===== src/rtl/seg_to_hex_encoder.sv =====
`default_nettype none
// ============================================================================
// Module   : seg_to_hex_encoder
// Purpose  : Recovers a 4-digit hexadecimal value by watching the drive lines
//            of a multiplexed, active-low 7-segment display.
//            Each sampled {AN, A..G} vector must stay unchanged for
//            STABLE_CYCLES consecutive samples before it is accepted as a
//            digit. Once all four digit slots are filled, the frame is
//            presented on VALUE/VALID with a valid/ready handshake.
//
// Parameters:
//   STABLE_CYCLES  identical consecutive samples required to capture (2..255)
//
// Ports:
//   CLK            in   1   single clock, rising edge
//   RST            in   1   synchronous, active-high reset
//   A..G           in   1   segment lines, active-low (0 = lit)
//   AN             in   4   digit enables, active-low, AN[0] = least significant
//   READY          in   1   consumer takes VALUE when VALID && READY
//   VALUE          out  16  recovered value, digit i in VALUE[4i+3:4i]
//   VALID          out  1   VALUE holds a complete, unconsumed frame
//   ERR            out  1   one-cycle pulse on capture of an unknown pattern
//   OVERRUN        out  1   sticky: a complete frame was dropped
//
// Build option:
//   SEG_ENCODER_ERR_EN  defined   -> unknown patterns fill their slot with 0,
//                                    count toward the frame and pulse ERR
//                       undefined -> unknown patterns are ignored, ERR = 0
//
// Revision : 1.0  initial release
// ============================================================================
module seg_to_hex_encoder #(
  parameter int STABLE_CYCLES = 4
) (
  input  logic        CLK,
  input  logic        RST,
  input  logic        A,
  input  logic        B,
  input  logic        C,
  input  logic        D,
  input  logic        E,
  input  logic        F,
  input  logic        G,
  input  logic [3:0]  AN,
  input  logic        READY,
  output logic [15:0] VALUE,
  output logic        VALID,
  output logic        ERR,
  output logic        OVERRUN
);

  // --------------------------------------------------------------------------
  // Constants
  // --------------------------------------------------------------------------
  // The counter holds (identical consecutive samples - 1) for the older of
  // the two compared samples, so the newest sample completes a run of
  // STABLE_CYCLES when the counter reads STABLE_CYCLES-2 and the pair matches.
  localparam logic [7:0]  c_cnt_fire   = 8'(STABLE_CYCLES - 2);
  localparam logic [7:0]  c_cnt_max    = 8'hFF;
  localparam logic [10:0] c_sample_idle = 11'h7FF;  // AN=1111, all segments dark

  typedef enum logic [0:0] {
    ST_COLLECT = 1'b0,
    ST_PRESENT = 1'b1
  } state_t;

  // --------------------------------------------------------------------------
  // Segment pattern decoder: returns {recognised, code}
  // --------------------------------------------------------------------------
  function automatic logic [4:0] decode_seg(input logic [6:0] seg);
    logic [4:0] res;
    res = 5'b0_0000;
    case (seg)
      7'b0000001: res = {1'b1, 4'h0};
      7'b1001111: res = {1'b1, 4'h1};
      7'b0010010: res = {1'b1, 4'h2};
      7'b0000110: res = {1'b1, 4'h3};
      7'b1001100: res = {1'b1, 4'h4};
      7'b0100100: res = {1'b1, 4'h5};
      7'b0100000: res = {1'b1, 4'h6};
      7'b0001111: res = {1'b1, 4'h7};
      7'b0000000: res = {1'b1, 4'h8};
      7'b0000100: res = {1'b1, 4'h9};
      7'b0001000: res = {1'b1, 4'hA};
      7'b1100000: res = {1'b1, 4'hB};
      7'b0110001: res = {1'b1, 4'hC};
      7'b1000010: res = {1'b1, 4'hD};
      7'b0110000: res = {1'b1, 4'hE};
      7'b0111000: res = {1'b1, 4'hF};
      default:    res = 5'b0_0000;
    endcase
    return res;
  endfunction

  // --------------------------------------------------------------------------
  // State
  // --------------------------------------------------------------------------
  logic [10:0] sample_q,  sample_d;   // newest {AN, A..G}
  logic [10:0] prev_q,    prev_d;     // sample one cycle older
  logic [7:0]  cnt_q,     cnt_d;      // stability counter
  logic [15:0] shadow_q,  shadow_d;   // per-digit collection slots
  logic [3:0]  mask_q,    mask_d;     // slots written since last frame
  logic [15:0] value_q,   value_d;
  logic        valid_q,   valid_d;
  logic        err_q,     err_d;
  logic        overrun_q, overrun_d;
  state_t      state_q,   state_d;

  // --------------------------------------------------------------------------
  // Sampling and stability detection
  // --------------------------------------------------------------------------
  logic [3:0] an_low;       // 1 = digit selected
  logic [6:0] samp_seg;
  logic       same;
  logic       one_hot;
  logic       fire;         // this sample completes a stable run
  logic [4:0] dec;
  logic       cap_en;
  logic [3:0] cap_code;
  logic [3:0] cap_mask;

  always_comb begin
    sample_d = {AN, A, B, C, D, E, F, G};
    prev_d   = sample_q;

    an_low   = ~sample_q[10:7];
    samp_seg = sample_q[6:0];
    same     = (sample_q == prev_q);

    // Exactly one enable low: non-zero and a power of two.
    one_hot  = (an_low != 4'b0000) && ((an_low & (an_low - 4'd1)) == 4'b0000);

    if (!same) begin
      cnt_d = 8'd0;
    end else if (cnt_q == c_cnt_max) begin
      cnt_d = cnt_q;
    end else begin
      cnt_d = cnt_q + 8'd1;
    end

    // The counter only passes through c_cnt_fire once per run, so holding a
    // pattern longer never recaptures it.
    fire = same && (cnt_q == c_cnt_fire) && one_hot;
    dec  = decode_seg(samp_seg);

`ifdef SEG_ENCODER_ERR_EN
    cap_en   = fire;
    cap_code = dec[3:0];            // decoder already yields 0 when unknown
    err_d    = fire && !dec[4];
`else
    cap_en   = fire && dec[4];
    cap_code = dec[3:0];
    err_d    = 1'b0;
`endif

    cap_mask = cap_en ? an_low : 4'b0000;
  end

  // --------------------------------------------------------------------------
  // Slot collection and frame hand-off
  // --------------------------------------------------------------------------
  logic frame_done;
  logic handshake;

  always_comb begin
    frame_done = (mask_q == 4'hF);
    handshake  = valid_q && READY;

    shadow_d = shadow_q;
    for (int i = 0; i < 4; i++) begin
      if (cap_mask[i]) begin
        shadow_d[4*i +: 4] = cap_code;
      end
    end

    // A completed mask is consumed on this edge whether the frame is loaded
    // or dropped; a capture landing on the same edge starts the next frame.
    mask_d = (frame_done ? 4'b0000 : mask_q) | cap_mask;

    state_d   = state_q;
    value_d   = value_q;
    valid_d   = valid_q;
    overrun_d = overrun_q;

    case (state_q)
      ST_COLLECT: begin
        if (frame_done) begin
          value_d = shadow_q;
          valid_d = 1'b1;
          state_d = ST_PRESENT;
        end
      end
      ST_PRESENT: begin
        if (frame_done) begin
          if (handshake) begin
            // Old frame leaves as the new one arrives: stay presenting.
            value_d = shadow_q;
            valid_d = 1'b1;
          end else begin
            overrun_d = 1'b1;
          end
        end else if (handshake) begin
          valid_d = 1'b0;
          state_d = ST_COLLECT;
        end
      end
      default: begin
        valid_d = 1'b0;
        state_d = ST_COLLECT;
      end
    endcase
  end

  // --------------------------------------------------------------------------
  // Registers
  // --------------------------------------------------------------------------
  always_ff @(posedge CLK) begin
    if (RST) begin
      sample_q  <= c_sample_idle;
      prev_q    <= c_sample_idle;
      cnt_q     <= 8'd0;
      shadow_q  <= 16'h0000;
      mask_q    <= 4'b0000;
      value_q   <= 16'h0000;
      valid_q   <= 1'b0;
      err_q     <= 1'b0;
      overrun_q <= 1'b0;
      state_q   <= ST_COLLECT;
    end else begin
      sample_q  <= sample_d;
      prev_q    <= prev_d;
      cnt_q     <= cnt_d;
      shadow_q  <= shadow_d;
      mask_q    <= mask_d;
      value_q   <= value_d;
      valid_q   <= valid_d;
      err_q     <= err_d;
      overrun_q <= overrun_d;
      state_q   <= state_d;
    end
  end

  assign VALUE   = value_q;
  assign VALID   = valid_q;
  assign ERR     = err_q;
  assign OVERRUN = overrun_q;

endmodule
`default_nettype wire


===== config.mk =====
export PLATFORM = sky130hd
export DESIGN_NAME = seg_to_hex_encoder
export DESIGN_NICKNAME = d
export VERILOG_FILES = /design/src/rtl/seg_to_hex_encoder.sv
export SDC_FILE = /design/constraint.sdc
export NUM_CORES = 1
export LEC_CHECK = 0
export CORE_MARGIN = 2
export CORE_UTILIZATION = 35
export DETAILED_ROUTE_END_ITERATION = 6
export GPL_TIMING_DRIVEN = 0
export MAX_ROUTING_LAYER = met4
export PLACE_DENSITY = 0.61
export SLEW_MARGIN = 5
export SYNTH_ARGS = -nofsm -noshare
export SYNTH_HDL_FRONTEND = slang
export SYNTH_SLANG_ARGS = --single-unit

===== constraint.sdc =====
create_clock -name CLK -period 4.58 [get_ports CLK]
set_input_delay 1.145 -clock CLK [delete_from_list [all_inputs] [get_ports CLK]]
set_output_delay 1.145 -clock CLK [all_outputs]
set_load 0.02 [all_outputs]

Yosys cells after proc, flatten, opt, wreduce, memory -nomap -nowiden. Cells that the tools add are included.

Memory bits (writable): 0. Latch bits: 0. Memories: 0. Bits in read-only memories: 0. Register bits: 69. Logic and storage cells: 70.

Magnitude comparators: 0. Multipliers: 0. Eq/ne operators: 22. Mux-type cells: 16. Div/mod/pow operators: 0. Shift-type cells: 0. Add/subtract/negate cells: 2. Bitwise operators: 6. Reduce and logical (&&, ||, !) cells: 12.

Operator list (number): $pmux W5 S16 (1); $mux W16 (3); $eq A7 B6 Y1 const B (5); $pmux W16 S2 (1); $eq A7 B7 Y1 const B (4); $eq A7 B3 Y1 const B (2); $eq A7 B4 Y1 const B (2); $eq A11 B11 Y1 (1); $add A8 B1 Y8 const B (1); $eq A8 B2 Y1 const B (1); $eq A8 B8 Y1 const B (1); $mux W4 (2); $eq A7 B1 Y1 const B (1); $eq A7 B5 Y1 const B (1); $logic_not A7 Y1 (1); $mux W1 (7); $reduce_and A3 Y1 (2); $logic_and A1 B1 Y1 (5); $and A4 B4 Y4 (1); $eq A4 B4 Y1 const B (1); $logic_not A4 Y1 (1); $ne A2 B1 Y1 const B (2); $not A4 Y4 (1); $or A4 B4 Y4 (1); 7 further kinds (10).

Depth between registers and ports, before layout. Gate-level depths: netlist (run 1).

Depth in word-level cells: 9. Depth in mapped cells: 7.

Least setup slack after synthesis (run 1). Ideal clock, no wire load.

Path type: input to register. Start point: in RST. End point: reg shadow_q[13]. Data required time: 4.488 ns. Setup time: 0.092 ns. Stages: 4. Slack: 2.168 ns. Buffers on the path: 1. Data arrival time: 2.320 ns. Cells stage by stage: or4_1 > buf_2 > or3b_4 > o32ai_1.

RTL lines: from (decl) (line 36) `input logic RST,`; to (signal assigned) (line 233) `shadow_q <= shadow_d;`; to (decl) (line 101) `logic [15:0] shadow_q, shadow_d;`.

Worst setup path in the final report (run 1).
Start point: in READY. End point: reg value_q[10] (netlist: VALUE[10]).

Word-level cells in the longest chain between the ends: 3.

RTL lines: from (decl) (line 45) `input logic READY,`; $logic_and A1 B1 Y1 (line 167) `handshake = valid_q && READY;`; $ne A2 B1 Y1 (no line); $reduce_and A3 Y1 (no line); to (signal assigned) (line 235) `value_q <= value_d;`; to (decl) (line 103) `logic [15:0] value_q, value_d;`.

No other way between the ends. A chain may end at the register's enable or synchronous reset.

==> out/qor.csv, run 1 <==
stage,metric,value,unit
route,Detail Route Antenna Nets,0,
timing,RSZ-0062 raised after global routing,no,
yosys,Post-Syn Area,3005,sq um
cts,Clock Path Buffers,2,
cts,CTS H-tree depth,3,
placed_design,Setup Slack @ Placement,1506,ps
timing,fin crit share,0.5973,
power_and_ir_drop,Sw Pwr,278.3,uW
timing,Final Hold Viols,0,
power_and_ir_drop,register share of total power,0.494,
placed_design,placed cells,470,
floorplanning,Die Width,96.67,microns
run,Max-cap violations,0,
yosys,top_reg_cell synth,dfxtp_1,
power_and_ir_drop,Clk network pwr share,0.442,
final_layout,ANT cells,0,
timing,final setup margin,1844,ps
power_and_ir_drop,internal cell power,966.6,uW
power_and_ir_drop,Worst VDD drop,0.2015,mV
yosys,Yosys warning count,0,
cts,total CTS buffers,9,
yosys,distinct cell type count after synthesis,51,
placed_design,gpl congestion,0.8079,
power_and_ir_drop,PD cells,339.1,nW/um^2
cts,# hold bufs at CTS,0,
global_route,vias in the first global route,2311,
route,Total Wirelength,6223,microns
yosys,Post-synth EDFFs,0,
timing,clock skew,13.09,ps
yosys,Yosys reg bits,69,
worst_setup_path,crit end category,flop,
floorplanning,I/O pin cnt,33,
power_and_ir_drop,sw frac,0.2235,
yosys,Syn Inst Count,334,
worst_setup_path,critical path class,primary input to flop,
cts,CTS resizes,0,
yosys,syn_nets,350,
cts,CTS tree,built,
timing,Final Setup Violations,0,
yosys,syn avg cell area,8.998,sq um
cts,CTS Root Buffer Type,clkbuf_8,
timing,Final TNS setup,0,ps
cts,"Setup Fix Bufs, Post-CTS",0,
worst_setup_path,CP max FO,10,
floorplanning,CORE AREA,8258,sq um
power_and_ir_drop,LEAKAGE,1.321,nW
yosys,"FFs w/ async S/R, synth",0,
global_route,global-route usage over all layers,0.1423,
cts,worst-skew pair later-pin latency,350,ps
timing,final slew viol count,0,
timing,post-route minimum period,2736,ps
cts,Worst-path clk slew,80,ps
floorplanning,Initial Util,0.3639,
timing,Max Fclk,365.5,MHz
final_layout,nets@finish,392,
yosys,post-synthesis sequential area ratio,0.4596,
cts,clock sink total,69,
final_layout,"Area growth, synth to finish",22.15,%
global_route,overflow left after global routing,0,
worst_setup_path,arrival time at the worst endpoint,3010,ps
worst_setup_path,Critical Path RT,4850,ps
timing,worst-margin pin slew,746.0,ps
final_layout,utilization after layout,0.4445,
worst_setup_path,nature of the critical path startpoint,primary input,
placed_design,# port buffers,31,
route,via/cell ratio,5.023,
timing,Slew HR,0.4984,
route,Iter 0 DRT Violations,121,
placed_design,Post-DP HPWL,4436,microns
global_route,pin count of the biggest net entering global routing,13,
final_layout,"Cell Count, Final, Fillers Out",486,
power_and_ir_drop,total power,1.245,mW
global_route,initial antenna violation count,0,
route,Post-route DRC,0,
route,DR WL/cell,12.80,microns
min_path,hold crit path type,flop to flop,
floorplanning,Row Count,33,
floorplanning,DIE AREA,9344,sq um
floorplanning,Die Height,96.67,microns
power_and_ir_drop,Logic pwr share,0.064,
status,outcome,finished clean,
route,DRT Pass-1 Iters,4,
final_layout,layout cells sized above 1,0.1549,
global_route,first-pass GRT wire length,10630,microns
route,Vias,2441,
[per-stage QoR]
stage                     cell area, sq um  hold slack [ps]
after floorplan                       3005            431.9
after global placement                3447            444.6
after detailed placement              3447            445.8
after CTS                             3671            453.2
after global routing                  3671            473.3
final                                 3671            448.8
[per-layer routing]
layer  vias to the layer above  GRT usage  wire length [microns]
met5                         -          -                      0
met4                         0    0.04225                     94
met3                        12    0.04769                    243
met2                        39     0.2260                   2881
met1                      1148     0.1724                   3004
li1                       1242          -                      -
[worst max-delay path, cell delays in order]
cell	delay (ps)
clkdlybuf4s50_1	420
a21boi_0	380
or2_2	180
clkbuf_1	240
clkbuf_1	380
nand2_1	100
a21oi_1	140
[layout by cell type, fill, tap and decap left out, types with 7 or more instances in the layout]
cell             synthesis  routed
clkbuf_1                12      12
mux2i_1                 13      13
nand2_1                 53      53
inv_1                    9       9
clkdlybuf4s50_1          0      31
buf_2                    9       9
dfxtp_1                 69      69
nor3_1                  12      12
xnor2_1                 12      12
nand4_1                  7       7
a21oi_1                 24      24
clkbuf_8                 0      10
nor2_1                  19      19
or2_2                   23      23
[logic make-up after synthesis]
logic type | Yosys count | synth area share
simple gates | 138 | 0.2340
other cells | 1 | 0.001248
xor+xnor | 17 | 0.05204
compound gates | 60 | 0.1465
buf+inv | 34 | 0.05495
fa+ha+maj | 2 | 0.008325
flops | 69 | 0.4596
mux | 13 | 0.04330
[sequential cells by signal, summed over array words and instances, names as in the netlist, 4 cells and up]
name and flops:
cnt_q 8, prev_q 11, mask_q 4, VALUE 16
shadow_q 16, prev_d 11
[area by class of cell]
type | count | area, sq um
repair buffers | 31 | 310.3
clock buffers | 10 | 137.6
fillers | 819 | 4587
multi-input cells | 231 | 1459
flip-flops and latches | 69 | 1381
inverters | 9 | 33.78
clock inverters | 6 | 86.33
plain buffers | 25 | 131.4
well taps | 105 | 131.4
[cells in the mapped netlist (all sizes together), types with 2 or more instances]
library cell   n  area, sq um
a2111oi        5        43.79
a211oi         2        15.01
a21oi         24        120.1
a22oi          2        15.01
a311oi         4        35.03
and3b          3        26.28
and4           2        17.52
and4b          2        20.02
buf           13        86.33
clkbuf        12        45.04
dfxtp         69         1381
ha             2        25.02
inv            9        33.78
mux2i         13        130.1
nand2         53        198.9
nand3          3        15.01
nand4          7        43.79
nor2          19        71.32
nor2b          2        12.51
nor3          12        60.06
nor4           2        12.51
nor4b          2        17.52
o21ai          4        20.02
o311ai         4        65.06
o32ai          4        35.03
or2           23        143.9
xnor2         13        121.4
xor2           4        35.03
[worst paths after layout]
path | from | to | slack (ps) | cells after the start
setup / recovery | READY | VALUE[10] | 1840 | 7
hold / removal | shadow_q[4] | VALUE[4] | 450 | 2
setup reg to reg | prev_d[3] | shadow_q[8] | 2380 | 7
hold reg to reg | shadow_q[4] | VALUE[4] | 450 | 2
[power groups by stage]
| stage | clock network [mW] | logic (mW) | registers (mW) |
|---|---|---|---|
| floorplan | 0 | 0.0545 | 0.627 |
| global placement | 0 | 0.0783 | 0.629 |
| detailed placement | 0 | 0.0795 | 0.629 |
| CTS | 0.566 | 0.0800 | 0.615 |
| global route | 0.590 | 0.0878 | 0.616 |
| finish | 0.550 | 0.0797 | 0.615 |
Power figures use the tool's default switching activity.
==> run 2: changes to the inputs <==
- PLACE_DENSITY: 0.61 -> 0.63
- clock period: 4.58 -> 2.39 ns (I/O delays scaled with it)
==> out/qor.csv, run 2 (same netlist as run 1, synthesis figures left out) <==
stage,metric,value,unit,change
status,outcome,finished clean,,unchanged
global_route,first-pass GRT wire length,10420,microns,was 10630 microns
power_and_ir_drop,LEAKAGE,1.308,nW,was 1.321 nW
global_route,global-route usage over all layers,0.1404,,was 0.1423
final_layout,nets@finish,393,,was 392
floorplanning,I/O pin cnt,33,,unchanged
timing,Final TNS setup,0,ps,unchanged
final_layout,utilization after layout,0.4426,,was 0.4445
timing,Final Setup Violations,0,,unchanged
placed_design,placed cell area,3447,sq um,unchanged
worst_setup_path,CP Cell Sequence,"clkdlybuf4s50_1, or4_1, buf_2, or3b_4, o32ai_1",,"was clkdlybuf4s50_1, a21boi_0, or2_2, clkbuf_1, clkbuf_1, nand2_1, a21oi_1"
cts,# hold bufs at CTS,0,,unchanged
route,DRT Pass-1 Iters,4,,unchanged
timing,fin crit share,0.9169,,
floorplanning,Die Width,96.67,microns,unchanged
floorplanning,Die Height,96.67,microns,unchanged
final_layout,fillers,848,,was 819
floorplanning,CORE AREA,8258,sq um,unchanged
global_route,pin count of the biggest net entering global routing,14,,was 13
final_layout,Storage cell area,1381,sq um,unchanged
final_layout,"Cell Count, Final, Fillers Out",487,,was 486
timing,Max Fclk,456.3,MHz,
timing,Slew HR,0.5061,,was 0.4984
timing,clock skew,9.812,ps,was 13.09 ps
cts,CTS Root Buffer Type,clkbuf_8,,unchanged
route,DR WL/cell,12.17,microns,was 12.80 microns
route,Post-route DRC,0,,unchanged
placed_design,placed cells,470,,unchanged
floorplanning,Initial Util,0.3639,,unchanged
power_and_ir_drop,PD cells,621.8,nW/um^2,was 339.1 nW/um^2
worst_setup_path,Crit-path slowest cell,or4_1,,was clkdlybuf4s50_1
power_and_ir_drop,Worst VDD drop,0.3553,mV,was 0.2015 mV
final_layout,"Area growth, synth to finish",21.61,%,was 22.15%
worst_setup_path,R2R depth,7,,unchanged
final_layout,"commonest cells after routing, fill and taps aside","dfxtp_1, nand2_1, clkdlybuf4s50_1",,unchanged
timing,worst-margin pin slew,734.6,ps,was 746.0 ps
worst_setup_path,"delay-heaviest family, CP",simple AND/OR/NAND/NOR gates,,was buffers and inverters
min_path,worst hold stages,2,,unchanged
worst_setup_path,Crit. path cell count,5,,was 7
global_route,overflow left after global routing,0,,unchanged
cts,Worst-path clk slew,80,ps,about the same
worst_setup_path,crit end category,flop,,unchanged
worst_setup_path,CP peak stage delay,560,ps,was 420 ps
worst_setup_path,critical path class,primary input to flop,,unchanged
floorplanning,DIE AREA,9344,sq um,unchanged
worst_setup_path,CP bufs+invs,2,,was 3
global_route,vias in the first global route,2243,,was 2311
cts,worst-skew pair later-pin latency,340,ps,was 350 ps
run,Max-cap violations,0,,unchanged
worst_setup_path,Critical path origin,RST,,was READY
cts,"Setup Fix Bufs, Post-CTS",0,,unchanged
cts,clock sink total,69,,unchanged
worst_setup_path,CP max FO,9,,was 10
route,Detail Route Antenna Nets,0,,unchanged
final_layout,ANT cells,0,,unchanged
timing,Final Hold Viols,0,,unchanged
final_layout,multi-input logic area,1459,sq um,unchanged
placed_design,# port buffers,31,,unchanged
timing,final slew viol count,0,,unchanged
timing,post-route minimum period,2191,ps,
cts,CTS resizes,0,,unchanged
min_path,HP Start,VALUE[7],,was shadow_q[4]
floorplanning,Row Count,33,,unchanged
cts,CTS H-tree depth,3,,unchanged
worst_setup_path,reg2reg start,prev_d[3],,unchanged
cts,total CTS buffers,9,,unchanged
route,Total Wirelength,5926,microns,was 6223 microns
worst_setup_path,nature of the critical path startpoint,primary input,,unchanged
placed_design,Post-DP HPWL,4307,microns,was 4436 microns
cts,Clock Path Buffers,2,,unchanged
global_route,initial antenna violation count,0,,unchanged
route,Vias,2451,,was 2441
route,Iter 0 DRT Violations,120,,was 121
route,via/cell ratio,5.033,,was 5.023
placed_design,Setup Slack @ Placement,-132.5,ps,was 1506 ps
final_layout,final instance area,3655,sq um,was 3671 sq um
cts,CTS tree,built,,unchanged
timing,RSZ-0062 raised after global routing,no,,unchanged
min_path,hold crit path type,flop to flop,,unchanged
final_layout,"commonest non-fill, non-tap cell in the layout",dfxtp_1,,unchanged
timing,final setup margin,198.6,ps,was 1844 ps
final_layout,layout cells sized above 1,0.1571,,was 0.1549
worst_setup_path,Critical Path RT,2640,ps,was 4850 ps
worst_setup_path,arrival time at the worst endpoint,2440,ps,was 3010 ps
placed_design,gpl congestion,0.8454,,was 0.8079
run 2: cell types whose count changed in the layout (fill, tap and decap cells not counted), sizes merged:
cell / previous run / this run
clkinvlp: 1 / 2
clkbuf: 22 / 21
bufinv: 2 / 1
clkinv: 3 / 4
buf: 13 / 14
run 2: power breakdown:
part	leakage [nW]	internal [mW]	switching, mW
logic	0.652	0.0720	0.0794
clock network	0.0954	0.485	0.459
registers	0.561	1.17	0.0113
total	1.31	1.72	0.550
run 2: cell type report:
class,count,area share
timing repair buffer,32,0.08696
buffer,25,0.03595
inverter,9,0.009243
clock inverter,7,0.02088
tap,105,0.03595
multi-input combinational,231,0.3992
sequential,69,0.3780
clock buffer,9,0.03389
run 2: final timing paths:
check | end | slack, ps
hold reg to reg | VALUE[7] | 460
setup reg to reg | shadow_q[0] | 200
setup / recovery | shadow_q[5] | 200
hold / removal | VALUE[7] | 460
run 2: per-layer routing:
layer,GRT usage,share of wire,up-vias
met5,-,0,-
met4,0.06176,0.0093,0
met3,0.03613,0.037,4
met2,0.2067,0.45,43
met1,0.1822,0.51,1146
li1,-,-,1258
run 2: tightest hold or removal path: cells and delay by family, from the launching register on:
kind,cells,cell delay (ps)
flops,1,310
compound gates,1,50
simple gates,1,50
run 2: through the flow:
stage	total power, mW	hold WS, ps
floorplan	1.307	431.9
global route	2.382	473.0
detailed placement	1.357	447.1
global placement	1.354	443.6
finish	2.273	457.2
CTS	2.311	460.2
